--- src/rtl/digit_control.sv ---
// -----------------------------------------------------------------------------
// digit_control
//
// Upstream stage of the MAX7219 matrix driver. Conditions three raw
// push-buttons and turns them into a 0..9 digit plus a display enable.
// The modes are MANUAL (up/down counting), AUTO (timed stepping) and
// BLANK (idle timeout).
//
// Ports
//   clk            : system clock, rising edge
//   rst_n          : asynchronous active-low reset
//   btn_up         : raw up button, active high, asynchronous to clk
//   btn_down       : raw down button, active high, asynchronous to clk
//   btn_mode       : raw mode button, active high, asynchronous to clk
//   digit          : current digit, always 0..9
//   display_active : 1 = show digit, 0 = blank
//   mode           : 0 = MANUAL, 1 = AUTO, 2 = BLANK
// -----------------------------------------------------------------------------
module digit_control #(
    parameter int DEBOUNCE_CYCLES = 20,
    parameter int AUTO_PERIOD     = 500,
    parameter int IDLE_TIMEOUT    = 10000
) (
    input  logic       clk,
    input  logic       rst_n,
    input  logic       btn_up,
    input  logic       btn_down,
    input  logic       btn_mode,
    output logic [3:0] digit,
    output logic       display_active,
    output logic [1:0] mode
);

    localparam int DEB_W  = $clog2(DEBOUNCE_CYCLES);
    localparam int AUTO_W = $clog2(AUTO_PERIOD);
    localparam int IDLE_W = $clog2(IDLE_TIMEOUT);

    localparam logic [DEB_W-1:0]  DEB_MAX  = DEB_W'(DEBOUNCE_CYCLES - 1);
    localparam logic [AUTO_W-1:0] AUTO_MAX = AUTO_W'(AUTO_PERIOD - 1);
    localparam logic [IDLE_W-1:0] IDLE_MAX = IDLE_W'(IDLE_TIMEOUT - 1);

    typedef enum logic [1:0] {
        MANUAL = 2'd0,
        AUTO   = 2'd1,
        BLANK  = 2'd2
    } state_t;

    logic [2:0] raw_btn;
    logic [2:0] press;
    logic [1:0] fill_q;
    logic       fill_done;

    assign raw_btn = {btn_mode, btn_down, btn_up};

    // The synchronisers hold reset values for two edges after reset release.
    // fill_done marks the point where their output reflects the real pins.
    always_ff @(posedge clk or negedge rst_n) begin
        if (!rst_n) begin
            fill_q <= 2'd0;
        end else if (fill_q != 2'd2) begin
            fill_q <= fill_q + 2'd1;
        end
    end
    assign fill_done = (fill_q == 2'd2);

    // -------------------------------------------------------------------------
    // Per-button synchroniser, debounce and press-pulse generation
    // -------------------------------------------------------------------------
    genvar gi;
    generate
        for (gi = 0; gi < 3; gi++) begin : g_btn
            logic             sync1_q;
            logic             sync2_q;
            logic             deb_q;
            logic             deb_prev_q;
            logic             armed_q;
            logic             press_q;
            logic [DEB_W-1:0] cnt_q;

            always_ff @(posedge clk or negedge rst_n) begin
                if (!rst_n) begin
                    sync1_q    <= 1'b0;
                    sync2_q    <= 1'b0;
                    deb_q      <= 1'b0;
                    deb_prev_q <= 1'b0;
                    armed_q    <= 1'b0;
                    press_q    <= 1'b0;
                    cnt_q      <= '0;
                end else begin
                    sync1_q <= raw_btn[gi];
                    sync2_q <= sync1_q;

                    if (sync2_q == deb_q) begin
                        cnt_q <= '0;
                    end else if (cnt_q == DEB_MAX) begin
                        deb_q <= ~deb_q;
                        cnt_q <= '0;
                    end else begin
                        cnt_q <= cnt_q + 1'b1;
                    end

                    deb_prev_q <= deb_q;

                    // A button held through reset release must not count as a
                    // press. Presses are enabled only once the settled
                    // synchroniser output has been seen low.
                    if (fill_done && !sync2_q) begin
                        armed_q <= 1'b1;
                    end

                    press_q <= deb_q & ~deb_prev_q & armed_q;
                end
            end

            assign press[gi] = press_q;
        end
    endgenerate

    logic press_up;
    logic press_down;
    logic press_mode;
    logic any_press;

    assign press_up   = press[0];
    assign press_down = press[1];
    assign press_mode = press[2];
    assign any_press  = |press;

    // -------------------------------------------------------------------------
    // Mode state machine
    // -------------------------------------------------------------------------
    state_t            state_q, state_d;
    logic [3:0]        digit_q, digit_d;
    logic              disp_q, disp_d;
    logic              dir_up_q, dir_up_d;
    logic [IDLE_W-1:0] idle_q, idle_d;
    logic [AUTO_W-1:0] tick_q, tick_d;
    logic [3:0]        digit_inc;
    logic [3:0]        digit_dec;
    logic              step_up;

    // The >=9 and >9 tests also pull any out-of-range value back into 0..9.
    assign digit_inc = (digit_q >= 4'd9) ? 4'd0 : digit_q + 4'd1;
    assign digit_dec = (digit_q == 4'd0 || digit_q > 4'd9) ? 4'd9 : digit_q - 4'd1;

    always_comb begin
        state_d  = state_q;
        digit_d  = digit_q;
        dir_up_d = dir_up_q;
        idle_d   = idle_q;
        tick_d   = tick_q;
        step_up  = dir_up_q;

        case (state_q)
            MANUAL: begin
                if (press_mode) begin
                    state_d  = AUTO;
                    tick_d   = '0;
                    dir_up_d = 1'b1;
                end else if (any_press) begin
                    idle_d = '0;
                    if (press_up && !press_down) begin
                        digit_d = digit_inc;
                    end else if (press_down && !press_up) begin
                        digit_d = digit_dec;
                    end
                end else if (idle_q == IDLE_MAX) begin
                    state_d = BLANK;
                    idle_d  = '0;
                end else begin
                    idle_d = idle_q + 1'b1;
                end
            end

            AUTO: begin
                if (press_mode) begin
                    state_d = MANUAL;
                    idle_d  = '0;
                end else begin
                    // A press landing on a tick steers that same tick.
                    if (press_up && !press_down) begin
                        step_up = 1'b1;
                    end else if (press_down && !press_up) begin
                        step_up = 1'b0;
                    end
                    dir_up_d = step_up;

                    if (tick_q == AUTO_MAX) begin
                        tick_d  = '0;
                        digit_d = step_up ? digit_inc : digit_dec;
                    end else begin
                        tick_d = tick_q + 1'b1;
                    end
                end
            end

            BLANK: begin
                // The waking press is consumed and has no other effect.
                if (any_press) begin
                    state_d = MANUAL;
                    idle_d  = '0;
                end
            end

            default: begin
                state_d = MANUAL;
            end
        endcase

        disp_d = (state_d != BLANK);
    end

    always_ff @(posedge clk or negedge rst_n) begin
        if (!rst_n) begin
            state_q  <= MANUAL;
            digit_q  <= 4'd0;
            disp_q   <= 1'b1;
            dir_up_q <= 1'b1;
            idle_q   <= '0;
            tick_q   <= '0;
        end else begin
            state_q  <= state_d;
            digit_q  <= digit_d;
            disp_q   <= disp_d;
            dir_up_q <= dir_up_d;
            idle_q   <= idle_d;
            tick_q   <= tick_d;
        end
    end

    assign digit          = digit_q;
    assign display_active = disp_q;
    assign mode           = state_q;

endmodule

--- config.mk ---
export PLATFORM = sky130hd
export DESIGN_NAME = digit_control
export DESIGN_NICKNAME = d
export VERILOG_FILES = /design/src/rtl/digit_control.sv
export SDC_FILE = /design/constraint.sdc
export NUM_CORES = 1
export LEC_CHECK = 0
export ABC_AREA = 1
export CORE_ASPECT_RATIO = 1.5
export CORE_MARGIN = 8
export CORE_UTILIZATION = 36
export DETAILED_ROUTE_END_ITERATION = 7
export SYNTH_ARGS = -nofsm -noshare
export SYNTH_HDL_FRONTEND = slang
export SYNTH_SLANG_ARGS = --single-unit
--- constraint.sdc ---
create_clock -name clk -period 1.6 [get_ports clk]
set_input_delay 0.24 -clock clk [delete_from_list [all_inputs] [get_ports clk]]
set_output_delay 0.24 -clock clk [all_outputs]
set_load 0.01 [all_outputs]
**Word level (Yosys, flattened, before mapping)**

Cells that the tools add are included.

- Equality and inequality tests: 21
- Multiplexer cells: 39
- Bitwise gates (word level): 15
- Reductions and logical operators: 22
- $lt $le $gt $ge: 2
- $add $sub $neg: 8

Operators with widths:

| kind | count |
|---|---|
| $mux 14 | 5 |
| $pmux 14 s3 | 1 |
| $mux 4 | 9 |
| $mux 5 | 6 |
| $mux 9 | 3 |
| $ne 2x2->1 const B | 9 |
| $pmux 9 s2 | 1 |
| $add 5x1->5 const B | 3 |
| $eq 5x5->1 const B | 3 |
| $add 14x1->14 const B | 1 |
| $eq 14x14->1 const B | 1 |
| $mux 2 | 5 |
| $add 9x1->9 const B | 1 |
| $eq 9x9->1 const B | 1 |
| $not 1->1 | 9 |
| $pmux 4 s2 | 1 |
| $and 1x1->1 | 6 |
| $mux 1 | 6 |
| $pmux 2 s3 | 1 |
| $reduce_and 2->1 | 3 |
| $reduce_and 6->1 | 1 |
| $logic_and 1x1->1 | 5 |
| $logic_not 1->1 | 5 |
| $add 4x1->4 const B | 1 |
| 17 further kinds | 20 |

- Input port bits: 5
- Logic and storage cells: 135
- Output and inout port bits: 7
- Register bits: 66

**Logic depth before layout (Yosys ltp)**

Gate-level depths: netlist (run 1).

- Word-level depth: 10
- Gate-level depth with buffers: 11
- Mapped depth without buffers: 11

**Worst setup path before layout (run 1)**

OpenSTA, ideal clock, no wires.

- Kind: reg-to-reg
- From: register state_q[0] (netlist: mode[0])
- To: register idle_q[11]
- Slack: -106 ps
- Data required time: 1480 ps
- Buffers on the path: 1
- Stages on the path, launching flop included: 11
- Arrival: 1587 ps
- Path through: dfrtp_1 -> inv_1 -> ha_1 -> nand2_2 -> inv_2 -> nor2_4 -> nand3_2 -> buf_6 -> nor2_1 -> nand2_1 -> and3_1

- Word-level cells in the longest chain between the ends: 3
- Elaborated cells on any way between the ends: 9
- Those cells by class: 5 x eq/ne; 1 x mux; 3 x reduce/logical

RTL lines:

| item | RTL line | RTL |
|---|---|---|
| start: declaration | 132 | `state_t state_q, state_d;` |
| start signal: assignment | 222 | `state_q <= state_d;` |
| $eq 2x2->1 (tied with other cells) | 154 | `case (state_q)` |
| $ne 2x2->1 (no line) / $reduce_bool 3->1 (equally long branches) | -- |  |
| $reduce_and 4->1 (no line) | -- |  |
| end signal: assignment | 226 | `idle_q <= idle_d;` |
| end: declaration | 136 | `logic [IDLE_W-1:0] idle_q, idle_d;` |

Several ways; a longest one is shown, not always the timed one.
A chain may end at the register's enable or synchronous reset.

**Worst setup path in the final report (run 1)**

- From: register state_q[0] (netlist: mode[0])
- To: register idle_q[13]

The elaborated chain is that of the path after synthesis.

==> results of run 1 <==
-- worst register-to-register path, delay by kind of cell (launching register included) --
family	cells	cell delay, ps
and+or+nand+nor	4	500
DFF	1	430
buffers and inverters	2	310
adders and majority gates	1	200
AOI/OAI and AO/OA	1	140
-- worst paths after layout --
| check | startpoint | endpoint | slack, ps | cells past startpoint |
|---|---|---|---|---|
| worst max-delay path | mode[0]$_DFF_PN0_ | idle_q[13]$_DFFE_PN0P_ | -50 | 8 |
| worst min-delay path | g_btn[2].sync1_q$_DFF_PN0_ | g_btn[2].sync2_q$_DFF_PN0_ | 340 | 0 |
| worst max register to register | mode[0]$_DFF_PN0_ | idle_q[13]$_DFFE_PN0P_ | -50 | 8 |
| worst min register to register | g_btn[2].sync1_q$_DFF_PN0_ | g_btn[2].sync2_q$_DFF_PN0_ | 340 | 0 |
| max in group asynchronous | rst_n | dir_up_q$_DFFE_PN1P_ | 820 | 3 |
| min in group asynchronous | rst_n | g_btn[2].cnt_q[4]$_DFF_PN0_ | 470 | 3 |
-- placed cells by master (no fill, tap or decap), types with 9 or more instances in the layout --
master	netlist	routed
o21ai_0	20	15
dfrtp_1	64	62
buf_4	0	28
nor2_1	60	56
a21oi_1	14	10
nand3_1	36	33
ha_1	15	9
clkbuf_16	0	9
nand2_2	6	9
inv_1	49	44
nand2_1	84	77
-- flip-flops by register name, summed over array words and instances (netlist names) --
signal            cells
tick_q                9
g_btn.deb_prev_q      3
g_btn.deb_q           3
g_btn.press_q         3
g_btn.armed_q         3
g_btn.cnt_q          15
fill_q                2
dir_up_q              1
g_btn.sync2_q         3
display_active        1
idle_q               14
g_btn.sync1_q         3
digit                 4
mode                  2
-- power breakdown --
part / internal, mW / switching, mW / total [mW]
sequential: 1.76 / 0.112 / 1.87
clock: 1.45 / 0.710 / 2.16
combinational: 0.160 / 0.171 / 0.331
-- cell type report --
| type | instances | area (µm²) |
|---|---|---|
| timing repair inverter | 1 | 7.51 |
| multi-input combinational | 290 | 1760 |
| fill | 889 | 4760 |
| inverter | 52 | 200 |
| timing repair buffer | 46 | 399 |
| clock inverter | 4 | 73.8 |
| tap | 112 | 140 |
| clock buffer | 12 | 256 |
| sequential | 66 | 1660 |
-- repair_timing --
item,in CTS,in global routing
setup endpoints to repair,27,31
gates cloned,1,0
hold endpoints to repair,64,0
hold buffers,1,0
gates resized for setup,21,45
pin swaps,3,17
setup buffers,4,9
-- kinds of logic (layout without fill, tap and decap cells) --
family,after synthesis,after routing
XOR/XNOR,13,13
AND/OR/NAND/NOR,213,213
flip-flops,66,66
adder cells (fa/ha/maj),15,15
buffers and inverters,54,115
AO/OA/AOI/OAI,49,49
-- per-stage QoR --
stage / hold WS, ps / TNS [ps]
floorplan: -55.6 / 0
global placement: 285 / -212
detailed placement: 295 / -1260
CTS: 339 / -8.40
global route: 348 / -1490
finish: 345 / -103
-- layer usage --
layer	vias to the layer above	track usage	wire length (µm)
met5	-	0	0
met4	0	0.0644	142
met3	11	0.0311	214
met2	42	0.194	3660
met1	1328	0.132	3060
li1	1435	-	-
==> flow_summary.yaml, run 1 <==
cts:
  clockRootBuffer: "clkbuf_16"
  cts_tree: "done"
  cts_buffers: 9
  clkTransAtPathRegs_ps: 60
  clock_sinks: 66
  cts_buffer_depth: 2
  clk_latency_ps: 330
  htreeDepth: 3
yosys:
  ys_types: 33
  synth_top_area_frac: 0.467
  synth_area_um2: 3430
  synth_fa_ha_area_frac: 0.0548
  synth_edf_count: 0
  postSynthCellCount: 410
  synth.area.mux_share: 0
  synth_largest_area_cell: "dfrtp_1"
  synth_top_family_by_area: "simple AND/OR/NAND/NOR gates"
  yosys.area_share.simple: 0.285
  yosys-top-cells-area: "dfrtp_1 (47%), nand2_1 (9.2%), nor2_1 (6.6%), ha_1 (5.5%), inv_1 (5.4%)"
  synthXorXnorAreaFrac: 0.0332
  yosys_warnings: 0
  yosysSeqAreaShare: 0.483
  synth_nets: 430
  synth_most_common_cell: "nand2_1"
  yosys_register_bits: 66
  avgSynthCellArea_um2: 8.36
  synth-async-reset-ratio: 1.00
  synth_flop_cell: "dfrtp_1"
  synth_compound_area_frac: 0.0804
  synth_common_cells: "nand2_1 (84), dfrtp_1 (64), nor2_1 (60)"
power_and_ir_drop:
  p_per_area_nw_per_um2: 972
  ir_worst_vdd_mv: 0.614
  p_leak_nw: 2.13
  p_total_mw: 4.36
timing:
  rsz0062_at_grt: "true"
  setup_viol: 5
  worst_pin_slew_ps: 351
  fin_skew_ps: 5.31
  period_share: 1.03
  finalHoldViolations: 0
  slew_headroom: 0.766
  slew_violations: 0
  fin_crit_ps: 1650
  fmax_mhz: 606
  setup_slack_ps: -51.2
setup_path:
  critPathSlowestCell: "dfrtp_2"
  start_kind: "flop"
  end_kind: "flop"
  crit_chain: "buf_4 > ha_2 > nor2_4 > nand3_4 > buf_6 > nor2_8 > nand3b_1 > a21oi_2"
  path_max_fanout: 4
  cp_top_family: "simple AND/OR/NAND/NOR gates"
  crit_required_ps: 1850
  arrival_ps: 1910
  slowest_delay_ps: 430
  critical_path_buf_inv_count: 2
  critical_path_class: "flop to flop"
cells_and_area:
  fin_area_um2: 4490
  fin_nets: 486
  drive_gt1_frac: 0.246
  syn2layout_area_growth_pct: 31.0
  diodes: 0
  final_core_util: 0.485
  fin_cells: 583
place:
  io_buffers: 11
  place_congestion: 0.856
  dpl.cell_count: 552
  pre_cts_ws_ps: -104
  place_hpwl_um: 4830
  placed_cell_area_um2: 3820
hold_path:
  hold_path.class: "flop to flop"
drt:
  drtPass1Iterations: 4
  vias_per_cell: 4.83
  route.antenna.remaining_nets: 0
  route.vias.total: 2816
  wl_um: 7080
  drt-wirelength-per-cell_um: 12.1
  drtIter0Drc: 124
  drc_errors: 0
floorplan:
  start_util: 0.370
  design.core.area_um2: 9250
  core.rowCount: 43
  die_area_um2: 13000
  die_w_um: 95.7
  ios: 12
  die_y_um: 135
global_routing:
  grt_usage: 0.117
  grt_max_degree: 67
  grt_pass1_wl_um: 12100
  grt_overflow: 0
  grt_pass1_vias: 2721
  antenna_found_initial: 0
run:
  cap_violations: 0
outcome:
  violations: "negative setup slack"
  status: "finished, violations left"
Note: power is estimated with default switching activity, not from simulation.
==> inputs of run 2 (changes only) <==
RECOVER_POWER = 50   (was not set)
==> run 2 against run 1 <==
Effect of this change:
- the flow still finishes with violations (negative setup slack)
- setup slack about the same
- via count barely moved
- clock power barely moved
- largest cell class unchanged
==> flow_summary.yaml, run 2 (synthesis results as in run 1) <==
cells_and_area:
  top_regs: "g_btn.cnt_q: 15 flops, idle_q: 14 flops, tick_q: 9 flops"
  mostFrequentLayoutCell: "nand2_1"
  final_core_util: 0.484
  diodes: 0
  fin_nets: 486
  drive_gt1_frac: 0.246
  fillers: 890
  fin_area_um2: 4480
  largest_register_ffs: 15
  mostFrequentLayoutCells: "nand2_1 (77), dfrtp_1 (62), nor2_1 (56)"
  regMostFlops: "g_btn.cnt_q"
  syn2layout_area_growth_pct: 30.7
drt:
  drtPass1Iterations: 4
  route.antenna.remaining_nets: 0
  wl_um: 7090
  drc_errors: 0
  drt-wirelength-per-cell_um: 12.2
  route.vias.total: 2817
  vias_per_cell: 4.83
  drtIter0Drc: 125
setup_path:
  end_kind: "flop"
  arrival_ps: 1910
  path_max_fanout: 4
  start_kind: "flop"
  crit_required_ps: 1850
  critical_path_class: "flop to flop"
floorplan:
  die_area_um2: 13000
  start_util: 0.370
  core.rowCount: 43
  ios: 12
  die_y_um: 135
  die_w_um: 95.7
  design.core.area_um2: 9250
power_and_ir_drop:
  p_per_area_nw_per_um2: 973
  seqPwrFrac: 0.430
  p_comb_frac: 0.075
  p_leak_nw: 2.13
  pwr-share-clk: 0.496
  intPower_mw: 3.36
  switching_share: 0.228
  p_switching_uw: 993
  ir_worst_vdd_mv: 0.614
timing:
  fin_crit_ps: 1650
  fin_skew_ps: 5.19
  rsz0062_at_grt: "true"
  slew_violations: 0
  period_share: 1.03
  finalHoldViolations: 0
  worst_pin_slew_ps: 899
  fmax_mhz: 606
  slew_headroom: 0.401
  setup_slack_ps: -51.2
  setup_viol: 5
cts:
  cts_buffers: 9
  cts_tree: "done"
  cts_buffer_depth: 2
  clockRootBuffer: "clkbuf_16"
  clkTransAtPathRegs_ps: 60
  clk_latency_ps: 330
  htreeDepth: 3
  clock_sinks: 66
global_routing:
  antenna_found_initial: 0
  grt_overflow: 0
  grt_pass1_wl_um: 12100
  grt_pass1_vias: 2721
  grt_usage: 0.117
  grt_max_degree: 67
place:
  place_congestion: 0.856
  placed_cell_area_um2: 3820
  io_buffers: 11
  place_hpwl_um: 4830
outcome:
  violations: "negative setup slack"
  status: "finished, violations left"
run:
  cap_violations: 0
hold_path:
  hold_path.class: "flop to flop"
run 2: cell count changes in the layout (fill, tap and decap cells not counted):
cell	change
dlygate4sd3_1	+3
clkdlybuf4s50_1	-3
buf_12	-1
clkbuf_4	+1
run 2: path summary, 6_finish.rpt:
kind,startpoint,end,slack [ps],cells after the start
max,mode[0]$_DFF_PN0_,idle_q[13]$_DFFE_PN0P_,-50,8
min,g_btn[2].sync1_q$_DFF_PN0_,g_btn[2].sync2_q$_DFF_PN0_,340,0
max reg2reg,mode[0]$_DFF_PN0_,idle_q[13]$_DFFE_PN0P_,-50,8
min reg2reg,g_btn[2].sync1_q$_DFF_PN0_,g_btn[2].sync2_q$_DFF_PN0_,340,0
max in group asynchronous,rst_n,digit[2]$_DFFE_PN0P_,290,3
min in group asynchronous,rst_n,g_btn[2].cnt_q[4]$_DFF_PN0_,690,3
run 2: area by class of cell:
cell class              count  area, µm²  area share
inverters                  52        200      0.0447
flip-flops and latches     66       1660       0.370
well taps                 112        140      0.0313
clock buffers              12        256      0.0573
clock inverters             4       73.8      0.0165
multi-input cells         290       1760       0.392
repair buffers             46        387      0.0864
repair inverters            1       7.51     0.00168
run 2: repair_timing:
item,4_1_cts,5_1_grt
resized for setup,21,45
hold buffers,1,0
cloned,1,0
pin swaps,3,17
setup buffers,4,9
setup endpoints to repair,27,31
endpoints found under the hold margin,64,0
run 2: metal layers:
layer,track usage,vias up,part of all wire
met4,0.0644,0,0.020
met3,0.0311,11,0.030
met1,0.132,1329,0.43
met5,0,-,0
li1,-,1435,-
met2,0.194,42,0.52
run 2: per-stage QoR:
stage | cells | TNS (ps) | setup slack (ps) | power (mW) | hold slack [ps]
after floorplan | 410 | 0 | 1.59 | 2.03 | -55.6
after detailed placement | 552 | -1260 | -104 | 2.16 | 295
after global placement | 552 | -212 | -33.7 | 2.15 | 285
after global routing | 583 | -1490 | -125 | 4.54 | 353
after CTS | 574 | -8.40 | -8.40 | 4.34 | 339
final | 583 | -103 | -51.2 | 4.36 | 345
run 2: power groups by stage:
stage / clock, mW / combinational [mW] / sequential, mW
after floorplan: 0 / 0.172 / 1.86
after global routing: 2.28 / 0.374 / 1.89
after global placement: 0 / 0.265 / 1.88
after detailed placement: 0 / 0.276 / 1.88
final: 2.16 / 0.325 / 1.87
after CTS: 2.21 / 0.275 / 1.86
run 2: worst max-delay path: stages, from the launching register on:
cell	delay, ps
dfrtp_2	430
buf_4	160
ha_2	200
nor2_4	150
nand3_4	110
buf_6	150
nor2_8	110
nand3b_1	130
a21oi_2	140
